**config.mk**
```make
export PLATFORM = sky130hd
export DESIGN_NAME = bist_controller
export DESIGN_NICKNAME = d
export VERILOG_FILES = /design/src/rtl/bist_controller_pkg.sv /design/src/rtl/bist_misr.sv /design/src/rtl/bist_controller.sv
export SDC_FILE = /design/constraint.sdc
export NUM_CORES = 1
export LEC_CHECK = 0
export ABC_CLOCK_PERIOD_IN_PS = 4100
export CORE_MARGIN = 8
export CORE_UTILIZATION = 45
export CTS_CLUSTER_DIAMETER = 80
export DETAILED_ROUTE_END_ITERATION = 10
export DONT_BUFFER_PORTS = 1
export HOLD_SLACK_MARGIN = 0.02
export PLACE_DENSITY = 0.7
export SLEW_MARGIN = 30
export SYNTH_ARGS = -nofsm -noshare
export SYNTH_HDL_FRONTEND = slang
export SYNTH_HIERARCHICAL = 1
export SYNTH_SLANG_ARGS = --single-unit
```
**constraint.sdc**
```tcl
create_clock -name clk -period 4.1 [get_ports clk]
set_input_delay 0.82 -clock clk [delete_from_list [all_inputs] [get_ports clk]]
set_output_delay 0.82 -clock clk [all_outputs]
set_load 0.01 [all_outputs]
```
**src/rtl/bist_controller_pkg.sv**
```systemverilog
// bist_controller_pkg
// Shared definitions for the BIST responder: FSM state encoding, default
// LFSR / MISR constants and the pattern counter width.
// No ports; imported by bist_controller and bist_misr.
package bist_controller_pkg;

    typedef enum logic [1:0] {
        IDLE    = 2'd0,
        INIT    = 2'd1,
        RUN     = 2'd2,
        COMPARE = 2'd3
    } bist_state_e;

    localparam logic [7:0]  DEFAULT_LFSR_TAPS = 8'hB8;
    localparam logic [7:0]  DEFAULT_LFSR_SEED = 8'h01;
    localparam logic [15:0] DEFAULT_MISR_POLY = 16'h1021;

    // Wide enough for the largest supported pattern count (255).
    localparam int COUNT_W = 8;

endpackage

```
**src/rtl/bist_misr.sv**
```systemverilog
// bist_misr
// Multiple-input signature register that folds the CUT response into a
// running signature, one word per enabled clock.
// Ports:
//   clk       in   system clock, rising edge
//   reset     in   asynchronous active-low reset (signature -> 0)
//   clear     in   synchronous clear to 0, has priority over enable
//   enable    in   compact data_in into the signature this edge
//   data_in   in   IN_W-bit CUT response, zero-extended to MISR_W
//   signature out  current signature register contents
module bist_misr
    import bist_controller_pkg::*;
#(
    parameter int                MISR_W    = 16,
    parameter logic [MISR_W-1:0] MISR_POLY = DEFAULT_MISR_POLY,
    parameter int                IN_W      = 2
) (
    input  logic              clk,
    input  logic              reset,
    input  logic              clear,
    input  logic              enable,
    input  logic [IN_W-1:0]   data_in,
    output logic [MISR_W-1:0] signature
);

    logic [MISR_W-1:0] signature_q;
    logic [MISR_W-1:0] signature_d;

    // Shift left, fold the polynomial back in when the MSB falls out, then
    // mix in the response word on the low bits.
    always_comb begin
        signature_d = signature_q;
        if (clear) begin
            signature_d = '0;
        end else if (enable) begin
            signature_d = {signature_q[MISR_W-2:0], 1'b0}
                        ^ (signature_q[MISR_W-1] ? MISR_POLY : '0)
                        ^ MISR_W'(data_in);
        end
    end

    // Signature register.
    always_ff @(posedge clk or negedge reset) begin
        if (!reset) begin
            signature_q <= '0;
        end else begin
            signature_q <= signature_d;
        end
    end

    assign signature = signature_q;

endmodule

```
**src/rtl/bist_controller.sv**
```systemverilog
// bist_controller
// BIST responder: on a rising edge of bist_start it pulses the CUT reset,
// drives N_PATTERNS LFSR patterns into the CUT, compacts the responses in a
// MISR and reports whether the final signature equals GOLDEN_SIG.
// Ports:
//   clk         in   system clock, rising edge
//   reset       in   asynchronous active-low reset
//   bist_start  in   start request, rising edge triggers one run
//   cut_in      out  test pattern (LFSR low bits) during RUN, else 0
//   cut_out     in   CUT response, compacted during RUN
//   test_mode   out  high in INIT and RUN, selects cut_in onto the CUT
//   cut_reset   out  one-cycle CUT reset pulse during INIT
//   bist_end    out  run complete, result valid
//   pass_nfail  out  1 = signature matched (meaningful while bist_end=1)
module bist_controller
    import bist_controller_pkg::*;
#(
    parameter int                N_PATTERNS = 8,
    parameter int                CUT_IN_W   = 2,
    parameter int                CUT_OUT_W  = 2,
    parameter int                LFSR_W     = 8,
    parameter logic [LFSR_W-1:0] LFSR_TAPS  = DEFAULT_LFSR_TAPS,
    parameter logic [LFSR_W-1:0] LFSR_SEED  = DEFAULT_LFSR_SEED,
    parameter int                MISR_W     = 16,
    parameter logic [MISR_W-1:0] MISR_POLY  = DEFAULT_MISR_POLY,
    parameter logic [MISR_W-1:0] GOLDEN_SIG = 16'h0000
) (
    input  logic                 clk,
    input  logic                 reset,
    input  logic                 bist_start,
    output logic [CUT_IN_W-1:0]  cut_in,
    input  logic [CUT_OUT_W-1:0] cut_out,
    output logic                 test_mode,
    output logic                 cut_reset,
    output logic                 bist_end,
    output logic                 pass_nfail
);

    localparam logic [COUNT_W-1:0] LAST_COUNT = COUNT_W'(N_PATTERNS - 1);

    bist_state_e        state_q;
    bist_state_e        state_d;
    logic               start_q;
    logic               armed_q;
    logic               trigger;
    logic [LFSR_W-1:0]  lfsr_q;
    logic [LFSR_W-1:0]  lfsr_d;
    logic [COUNT_W-1:0] count_q;
    logic [COUNT_W-1:0] count_d;
    logic               cut_reset_q;
    logic               cut_reset_d;
    logic               bist_end_q;
    logic               bist_end_d;
    logic               pass_q;
    logic               pass_d;
    logic               misr_clear;
    logic               misr_enable;
    logic [MISR_W-1:0]  signature;

    // armed_q stays low for the first edge after reset so that a bist_start
    // level held through reset is only sampled, never seen as a rising edge.
    assign trigger = bist_start & ~start_q & armed_q;

    // FSM state register.
    always_ff @(posedge clk or negedge reset) begin
        if (!reset) begin
            state_q <= IDLE;
        end else begin
            state_q <= state_d;
        end
    end

    // FSM next state: bist_start is only looked at in IDLE, so a run in
    // progress always completes.
    always_comb begin
        state_d = state_q;
        case (state_q)
            IDLE:    if (trigger) state_d = INIT;
            INIT:    state_d = RUN;
            RUN:     if (count_q == LAST_COUNT) state_d = COMPARE;
            COMPARE: state_d = IDLE;
            default: state_d = IDLE;
        endcase
    end

    // FSM outputs decoded from registers only; cut_in is forced to 0 outside
    // RUN so every output reads 0 while in reset.
    always_comb begin
        test_mode = (state_q == INIT) || (state_q == RUN);
        cut_in    = (state_q == RUN) ? lfsr_q[CUT_IN_W-1:0] : '0;
    end

    // Datapath next state. Everything is re-initialised on the edge that
    // enters INIT, so the old result is withdrawn for the whole new run and
    // RUN starts from the seed with a clean MISR.
    always_comb begin
        lfsr_d      = lfsr_q;
        count_d     = count_q;
        bist_end_d  = bist_end_q;
        pass_d      = pass_q;
        cut_reset_d = 1'b0;
        misr_clear  = 1'b0;
        misr_enable = 1'b0;
        if (state_d == INIT) begin
            cut_reset_d = 1'b1;
            lfsr_d      = LFSR_SEED;
            count_d     = '0;
            misr_clear  = 1'b1;
            bist_end_d  = 1'b0;
            pass_d      = 1'b0;
        end
        if (state_q == RUN) begin
            lfsr_d      = {lfsr_q[LFSR_W-2:0], ^(lfsr_q & LFSR_TAPS)};
            count_d     = count_q + COUNT_W'(1);
            misr_enable = 1'b1;
        end
        if (state_q == COMPARE) begin
            bist_end_d = 1'b1;
            pass_d     = (signature == GOLDEN_SIG);
        end
    end

    // Datapath and registered outputs.
    always_ff @(posedge clk or negedge reset) begin
        if (!reset) begin
            start_q     <= 1'b0;
            armed_q     <= 1'b0;
            lfsr_q      <= LFSR_SEED;
            count_q     <= '0;
            cut_reset_q <= 1'b0;
            bist_end_q  <= 1'b0;
            pass_q      <= 1'b0;
        end else begin
            start_q     <= bist_start;
            armed_q     <= 1'b1;
            lfsr_q      <= lfsr_d;
            count_q     <= count_d;
            cut_reset_q <= cut_reset_d;
            bist_end_q  <= bist_end_d;
            pass_q      <= pass_d;
        end
    end

    bist_misr #(
        .MISR_W    (MISR_W),
        .MISR_POLY (MISR_POLY),
        .IN_W      (CUT_OUT_W)
    ) u_misr (
        .clk       (clk),
        .reset     (reset),
        .clear     (misr_clear),
        .enable    (misr_enable),
        .data_in   (cut_out),
        .signature (signature)
    );

    assign cut_reset  = cut_reset_q;
    assign bist_end   = bist_end_q;
    assign pass_nfail = pass_q;

endmodule

```
==> qor.csv, run 1 <==
metric,value,unit
outcome,"complete, no violations",
cts_hold_buffers,0,
vdd_ir_max,236,uV
grt_first_pass_wirelength,5.57,mm
grt_remaining_overflow,0,
timing.setup.tns,0,ps
nets,163,
clkSlewWorstSetupHoldPaths,70,ps
critPathBufInv,1,
power_density,521,nW/um2
core_region_area,3880,um2
antenna-diode-count,0,
most_frequently_used_flop_master_after_synthesis,dfrtp_1,
drv.max_cap_violation_count,0,
syn-instance-count,156,
cp_data_required_time,3280,ps
clk_path_buf_depth,2,
minimum_setup_slack_after_placement,1420,ps
synth_seq_area_share,55.0,%
yosysWarningCount,6,
placed_cells,197,
timing.critical_path.slowest_stage_cell,ha_1,
globalplace.congestion,0.792,
cp_max_fo,27,
timing.critical_path.cells,inv_1 > ha_1 > and2_1,
synthDominantCellAreaShare,53.6,%
syn2layout_area_growth,7.61,%
clock-root-buffer,clkbuf_8,
avgSynthCellArea,11.4,um2
hold_violations,0,
synth_largest_area_cell,dfrtp_1,
synth.most_common_cell,dfrtp_1,
number_of_flops_mapped_to_enable_cells_by_yosys,0,
post_route_cells_drive_above_1_share,9.68,%
synth_top_area_cells,"dfrtp_1 (54%), mux2i_1 (7.9%), nor2_1 (4.0%), a22o_1 (3.5%), xnor2_1 (3.0%)",
grt_setup_unrepaired,false,
drt-wirelength-per-cell,15.6,um
drt_iter0_markers,64,
grt_start_max_net_pins,40,
hpwl,2.16,mm
final_routed_drc_violation_total,0,
setup-violations-final,0,
final.min_clock_period,2690,ps
layout.cells.non_filler,205,
die-area,6210,um2
setup_ws,1410,ps
cts.repair_timing.setup_buffer_count,0,
worst_hold_slack,219,ps
grt_pass1_vias,1165,
die_w,78.8,um
synth_cell_count_leaders,"dfrtp_1 (38), nor2_1 (19), mux2i_1 (14), a21oi_1 (7), a22o_1 (7)",
route.vias.total,1144,
aggregate_global_route_resource_usage,11.2,%
io_buffers,0,
critical-path-max-stage-delay,730,ps
top_level_ports,11,
timing_max_transition_violations_final,0,
post_cts.resized_instances,0,
ant_nets,0,
p_leak,0.000961,uW
synthArstFlopShare,100,%
cp_top_family,adder cells,
clk_latency,290,ps
initial_antenna_violation_count,0,
crit_arrival,1870,ps
ys_types,37,
largest_clock_skew_in_the_final_design,7.30,ps
critPathLaunchType,flop,
drt_pass1_iterations,4,
initial_core_util,45.7,%
fmax,0.372,GHz
post_synth_instance_area,1780,um2
layout_worst_path_cycle_share,65.6,%
floorplan.die.height,78.8,um
min-delay-path-class,in2async,
syn-num-nets,165,
finish.utilization,49.2,%
r2r_slack,1450,ps
numCtsBuffers,5,
timing.max_slew.rel_slack,36.4,%
routed_wirelength,3.19,mm
vias_per_cell,5.58,
cts_tree,done,
cts_htree_levels,2,
timing_worst_setup_path_type,reg2out,
worst_slew_pin_slew,953,ps
end_kind,output port,
number_of_synthesized_register_bits,39,
cts_num_sinks,39,
floorplan.rows,23,
-- cells by family after synthesis --
logic type	Yosys count	share of synthesized area (%)
AND/OR/NAND/NOR	46	14.0
flip-flops	39	55.0
AO/OA/AOI/OAI	29	11.7
multiplexers	15	8.53
buffers and inverters	14	3.80
XOR/XNOR	8	3.95
adder cells (fa/ha/maj)	4	2.82
other	1	0.211
-- cell type report --
class                   count  area [um2]
fillers                   364        1970
flip-flops and latches     39         977
multi-input cells         103         731
clock buffers               6        82.6
well taps                  50        62.6
clock inverters             2        35.0
inverters                   4        15.0
repair buffers              1        7.51
-- per-stage QoR --
step / cell area, um2 / power [uW]
floorplan: 1780 / 635
global placement: 1790 / 661
detailed placement: 1790 / 680
CTS: 1910 / 1010
global route: 1910 / 1050
finish: 1910 / 996
-- routing by layer --
layer	GRT usage [%]	up-vias	share of wire [%]
li1	-	552	-
met2	17.6	16	49
met1	13.6	570	45
met4	5.56	0	1.5
met5	0	-	0
met3	3.50	6	4.4
-- registers in the layout, indices dropped and copies added, names as in the netlist --
register	count
armed_q	1
state_q	2
start_q	1
cut_reset	1
pass_nfail	1
lfsr_q	8
count_q	8
bist_end	1
u_misr/signature	16
-- cells in the final DEF, fill, tap and decap left out, drive strengths merged, types with 2 or more instances in the layout --
cell and instances:
a211oi 5, a21o 3, a21oi 7, a22o 7, a31oi 3, and2 2, and3 2, clkbuf 6
dfrtp 38, ha 4, inv 4, mux2i 14, nand2 2, nand2b 2, nand3 4, nand4 3
nor2 19, nor4 5, xnor2 6, xor2 2
-- power breakdown --
part	switching, uW	leakage, uW	internal, uW	total [uW]
sequential	79.4	0.000474	468	548
clock	129	0.0000612	197	325
combinational	51.4	0.000426	71.4	123
-- path summary, 6_finish.rpt --
path                       startpoint                   to  depth (start not counted)
max                        state_q[0]            cut_in[1]                          3
min                             reset  u_misr/signature[4]                          0
max reg2reg                state_q[0]  u_misr/signature[0]                          7
min reg2reg                 lfsr_q[1]            lfsr_q[1]                          1
max in group asynchronous       reset            lfsr_q[0]                          0
min in group clk            lfsr_q[1]            lfsr_q[1]                          1
-- worst reg2reg max path, stage by stage, from the launching register on --
cell and delay, ps:
dfrtp_1 400, inv_1 130, ha_1 740, or3b_2 510
nor4_2 150, a211oi_1 110, inv_1 380, a211oi_1 100
Power figures use the tool's default switching activity.
==> run 2, diff against run 1 <==
Settings changed: ABC_CLOCK_PERIOD_IN_PS 4100 to 2350, PLACE_DENSITY 0.7 to 0.72.
Clock period 4.1 ns to 2.35 ns, I/O delays scaled along.
==> run 2 against run 1 <==
Compared with the run above:
- setup slack worse by 1100 ps
- combinational power up 91%
- sequential share of layout area down 0.53 points
- clock power up 52%
- wire length up 0.82%
- sequential cell count unchanged
- worst hold slack worse by 18 ps
- global-route usage up 0.056 points
- final area up 1.0%
- non-clock buffer count up 3
- critical endpoint is now count_q[0]
==> qor.csv, run 2 (synthesis results as in run 1) <==
metric,value,unit
largest_reg_flops,16,
syn2layout_area_growth,8.74,%
clkSlewWorstSetupHoldPaths,70,ps
floorplan.rows,23,
timing.critical_path.slowest_stage_cell,o22ai_1,
cp_top_family,compound AO/OA/AOI/OAI gates,
setup_ws,259,ps
vdd_ir_max,355,uV
nets,166,
end_kind,flop,
r2r_slack,260,ps
routed_wirelength,3.22,mm
grt_remaining_overflow,0,
grt_start_max_net_pins,40,
ant_nets,0,
post_route_cells_drive_above_1_share,10.8,%
initial_antenna_violation_count,0,
route.vias.total,1155,
min-delay-path-class,in2reg,
hold_violations,0,
r2r_end,count_q[0],
drt-wirelength-per-cell,15.5,um
final_routed_drc_violation_total,0,
cp_data_required_time,2580,ps
timing_max_transition_violations_final,0,
antenna-diode-count,0,
drv.max_cap_violation_count,0,
worstReg2RegStart,state_q[0],
numCtsBuffers,5,
fillCellCount,357,
cts_num_sinks,39,
clk_path_buf_depth,2,
clock-root-buffer,clkbuf_8,
die-area,6210,um2
outcome,"complete, no violations",
timing.critical_path.cells,inv_1 > ha_1 > or2_2 > o22ai_1 > mux2_2,
cp_max_fo,12,
initial_core_util,45.7,%
critical-path-max-stage-delay,720,ps
top_level_ports,11,
power_density,872,nW/um2
clk_latency,290,ps
p_leak,0.000967,uW
layout_worst_path_cycle_share,89.0,%
holdCritStartpoint,bist_start,
grt_setup_unrepaired,false,
floorplan.die.height,78.8,um
mostFrequentLayoutCell,dfrtp_1,
io_buffers,0,
timing.setup.tns,0,ps
globalplace.congestion,0.753,
vias_per_cell,5.55,
mostFrequentLayoutCells,"dfrtp_1 (38), nor2_1 (19), mux2i_1 (14)",
aggregate_global_route_resource_usage,11.3,%
timing.max_slew.rel_slack,38.6,%
hpwl,2.19,mm
timing.hold.worst_path_depth,0,
crit_arrival,2320,ps
minimum_setup_slack_after_placement,130,ps
die_w,78.8,um
critPathBufInv,1,
grt_pass1_vias,1158,
grt_first_pass_wirelength,5.46,mm
worst_slew_pin_slew,922,ps
min_to,start_q,
final.min_clock_period,2090,ps
drt_pass1_iterations,4,
largest_clock_skew_in_the_final_design,5.13,ps
cts_htree_levels,2,
timing_worst_setup_path_type,reg2reg,
worst_hold_slack,201,ps
critPathLaunchType,flop,
fin_total_pwr,1680,uW
setup-violations-final,0,
r2r_cells,5,
cts_tree,done,
core_region_area,3880,um2
fmax,0.478,GHz
drt_iter0_markers,93,
run 2: metrics by stage:
step                instances  area (um2)  utilization, %
finish                    208        1930            49.7
global route              208        1930            49.7
CTS                       208        1930            49.7
detailed placement        198        1800            46.3
global placement          198        1800            46.3
floorplan                 156        1780               -
run 2: repair_timing:
action                                 CTS  global route
endpoints found under the hold margin   39             0
buffers inserted                         0             0
hold buffers                             2             0
setup endpoints to repair                0            16
gates resized for setup                  0             1
run 2: layout make-up:
cell class | count | area, um2 | area share (%)
Tap cell | 50 | 62.6 | 3.24
Sequential cell | 39 | 977 | 50.6
Multi-Input combinational cell | 103 | 731 | 37.8
Clock buffer | 8 | 100 | 5.18
Timing Repair Buffer | 4 | 45.0 | 2.33
Inverter | 4 | 15.0 | 0.778
run 2: how the worst max path moves through the flow:
stage,endpoint,slack [ps],from,cells past startpoint
final,count_q[0],260,state_q[0],5
after global routing,u_misr/signature[12],90,state_q[0],7
after CTS,u_misr/signature[12],120,state_q[0],7
after detailed placement,u_misr/signature[6],130,state_q[0],7
after global placement,u_misr/signature[4],240,state_q[0],7
after floorplan,u_misr/signature[11],230,state_q[0],9
run 2: power by group:
part / total (uW) / internal (uW) / switching, uW / leakage, uW
logic: 235 / 129 / 106 / 0.000441
registers: 955 / 817 / 138 / 0.000474
clock network: 494 / 268 / 226 / 0.0000515
run 2: per-layer routing:
metal | vias to the layer above | track usage, % | part of all wire, %
li1 | 554 | - | -
met1 | 557 | 13.0 | 42
met2 | 37 | 17.8 | 49
met3 | 7 | 3.84 | 5.8
met4 | 0 | 6.67 | 2.4
met5 | - | 0 | 0
==> run 3, diff against run 2 <==
Settings changed: ABC_CLOCK_PERIOD_IN_PS 2350 to 1800, MAX_ROUTING_LAYER from default to met4.
Clock period 2.35 ns to 1.8 ns, I/O delays scaled along.
==> run 3 against run 2 <==
Compared with the run above:
- power increased by 39%
- sequential power up 31%
- clock skew barely moved
- sequential cell count unchanged
- via count up 4.6%
- sequential share of layout area is 5.3 points lower
- count of clock-buffer cells in the layout unchanged
- worst hold slack got worse by 100 ps
- highest routed layer unchanged
==> qor.csv, run 3 (synthesis results as in run 1) <==
metric,value,unit
min-delay-path-class,in2reg,
critPathLaunchType,flop,
final.min_clock_period,1780,ps
syn2layout_area_growth,21.5,%
drv.max_cap_violation_count,0,
vias_per_cell,5.54,
fillCellCount,314,
grt_setup_unrepaired,true,
final_cell_area,2160,um2
core_region_area,3880,um2
ant_nets,0,
aggregate_global_route_resource_usage,12.5,%
hold_violations,0,
layout_worst_path_cycle_share,99.0,%
grt_pass1_vias,1227,
io_buffers,0,
end_kind,flop,
clock-root-buffer,clkbuf_8,
initial_antenna_violation_count,0,
fmax,0.561,GHz
globalplace.congestion,0.830,
largest_reg_flops,16,
p_leak,0.00106,uW
mostFrequentLayoutCell,dfrtp_1,
share_comb_of_total_power,19.2,%
internal-power,1660,uW
cts_tree,done,
clk_path_buf_depth,2,
timing_max_transition_violations_final,0,
cts_htree_levels,2,
grt_start_max_net_pins,40,
initial_core_util,45.7,%
numCtsBuffers,5,
crit_arrival,1960,ps
power.share.switching,28.7,%
r2r_cells,8,
hpwl,2.28,mm
drt_iter0_markers,130,
setup-violations-final,0,
floorplan.die.height,78.8,um
timing.hold.worst_path_depth,0,
clkSlewWorstSetupHoldPaths,70,ps
top_level_ports,11,
power_frac_clock,27.4,%
final_routed_drc_violation_total,0,
power_density,1080,nW/um2
timing.setup.tns,0,ps
grt_first_pass_wirelength,5.93,mm
fin_total_pwr,2340,uW
largest_clock_skew_in_the_final_design,5.38,ps
die-area,6210,um2
outcome,"complete, no violations",
antenna-diode-count,0,
nets,176,
setup_ws,18.6,ps
worst_hold_slack,95.9,ps
mostFrequentLayoutCells,"dfrtp_1 (38), mux2i_1 (14), nor2_1 (12)",
cp_data_required_time,1980,ps
minimum_setup_slack_after_placement,-66.0,ps
post_route_cells_drive_above_1_share,26.8,%
drt-wirelength-per-cell,16.1,um
drt_pass1_iterations,4,
post_dp_cell_area,1910,um2
vdd_ir_max,544,uV
grt_remaining_overflow,0,
timing_worst_setup_path_type,reg2reg,
routed_wirelength,3.52,mm
p_sw,671,uW
die_w,78.8,um
power.share.sequential,53.5,%
floorplan.rows,23,
cp_max_fo,8,
clk_latency,290,ps
route.vias.total,1208,
cts_num_sinks,39,
## run 3: cell types whose count changed in the layout (fill, tap and decap cells not counted), moves of 2 or more
cell      change
buf_4         +7
ha_1          -2
and2_1        -2
a211oi_2      +3
and2_4        +2
ha_4          +2
inv_1         -2
a211oi_1      -3
nor2_4        +7
nor2_1        -7
inv_2         +2
## run 3: per-layer routing
metal | track usage (%) | vias to the layer above | share of wire [%]
met5 | - | - | 0
met4 | 5.56 | 0 | 1.7
met3 | 3.84 | 7 | 4.0
met2 | 19.8 | 20 | 52
met1 | 14.3 | 603 | 42
li1 | - | 578 | -
## run 3: critical path, stage by stage, from the launching register on
cell and delay [ps]:
dfrtp_1 390, inv_2 110, ha_4 210, or3b_4 390
nor4_4 150, a211oi_2 80, inv_2 110, clkbuf_16 190
nor2_4 30
## run 3: through the flow
step	std cells	util, %
after floorplan	156	-
after global placement	206	49.3
after detailed placement	206	49.3
after CTS	218	53.9
after global routing	218	55.5
final	218	55.5
## run 3: repair_timing
action,4_1_cts,5_1_grt
pin swaps,2,8
resized for setup,6,18
hold buffers,2,0
setup endpoints to repair,18,25
buffers inserted,1,0
cloned,1,0
endpoints found under the hold margin,39,0
## run 3: layout make-up
type	count	area [um2]	share of cell area, %
Clock buffer	8	100	4.64
Inverter	4	15.0	0.696
Multi-Input combinational cell	103	848	39.3
Sequential cell	39	977	45.3
Tap cell	50	62.6	2.90
Timing Repair Buffer	14	154	7.13
## run 3: worst paths after layout
kind	startpoint	to	slack (ps)
max	state_q[0]	u_misr/signature[11]	20
max reg2reg	state_q[0]	u_misr/signature[11]	20
max in group asynchronous	reset	lfsr_q[0]	980
min reg2reg	lfsr_q[2]	lfsr_q[2]	480
min in group asynchronous	reset	u_misr/signature[14]	560
min	bist_start	start_q	100
## run 3: power by group through the flow
stage / Clock, uW / Combinational, uW / Sequential, uW
floorplan: 0 / 242 / 1200
global placement: 0 / 263 / 1240
detailed placement: 0 / 285 / 1260
CTS: 651 / 337 / 1240
global route: 693 / 488 / 1270
finish: 639 / 448 / 1250
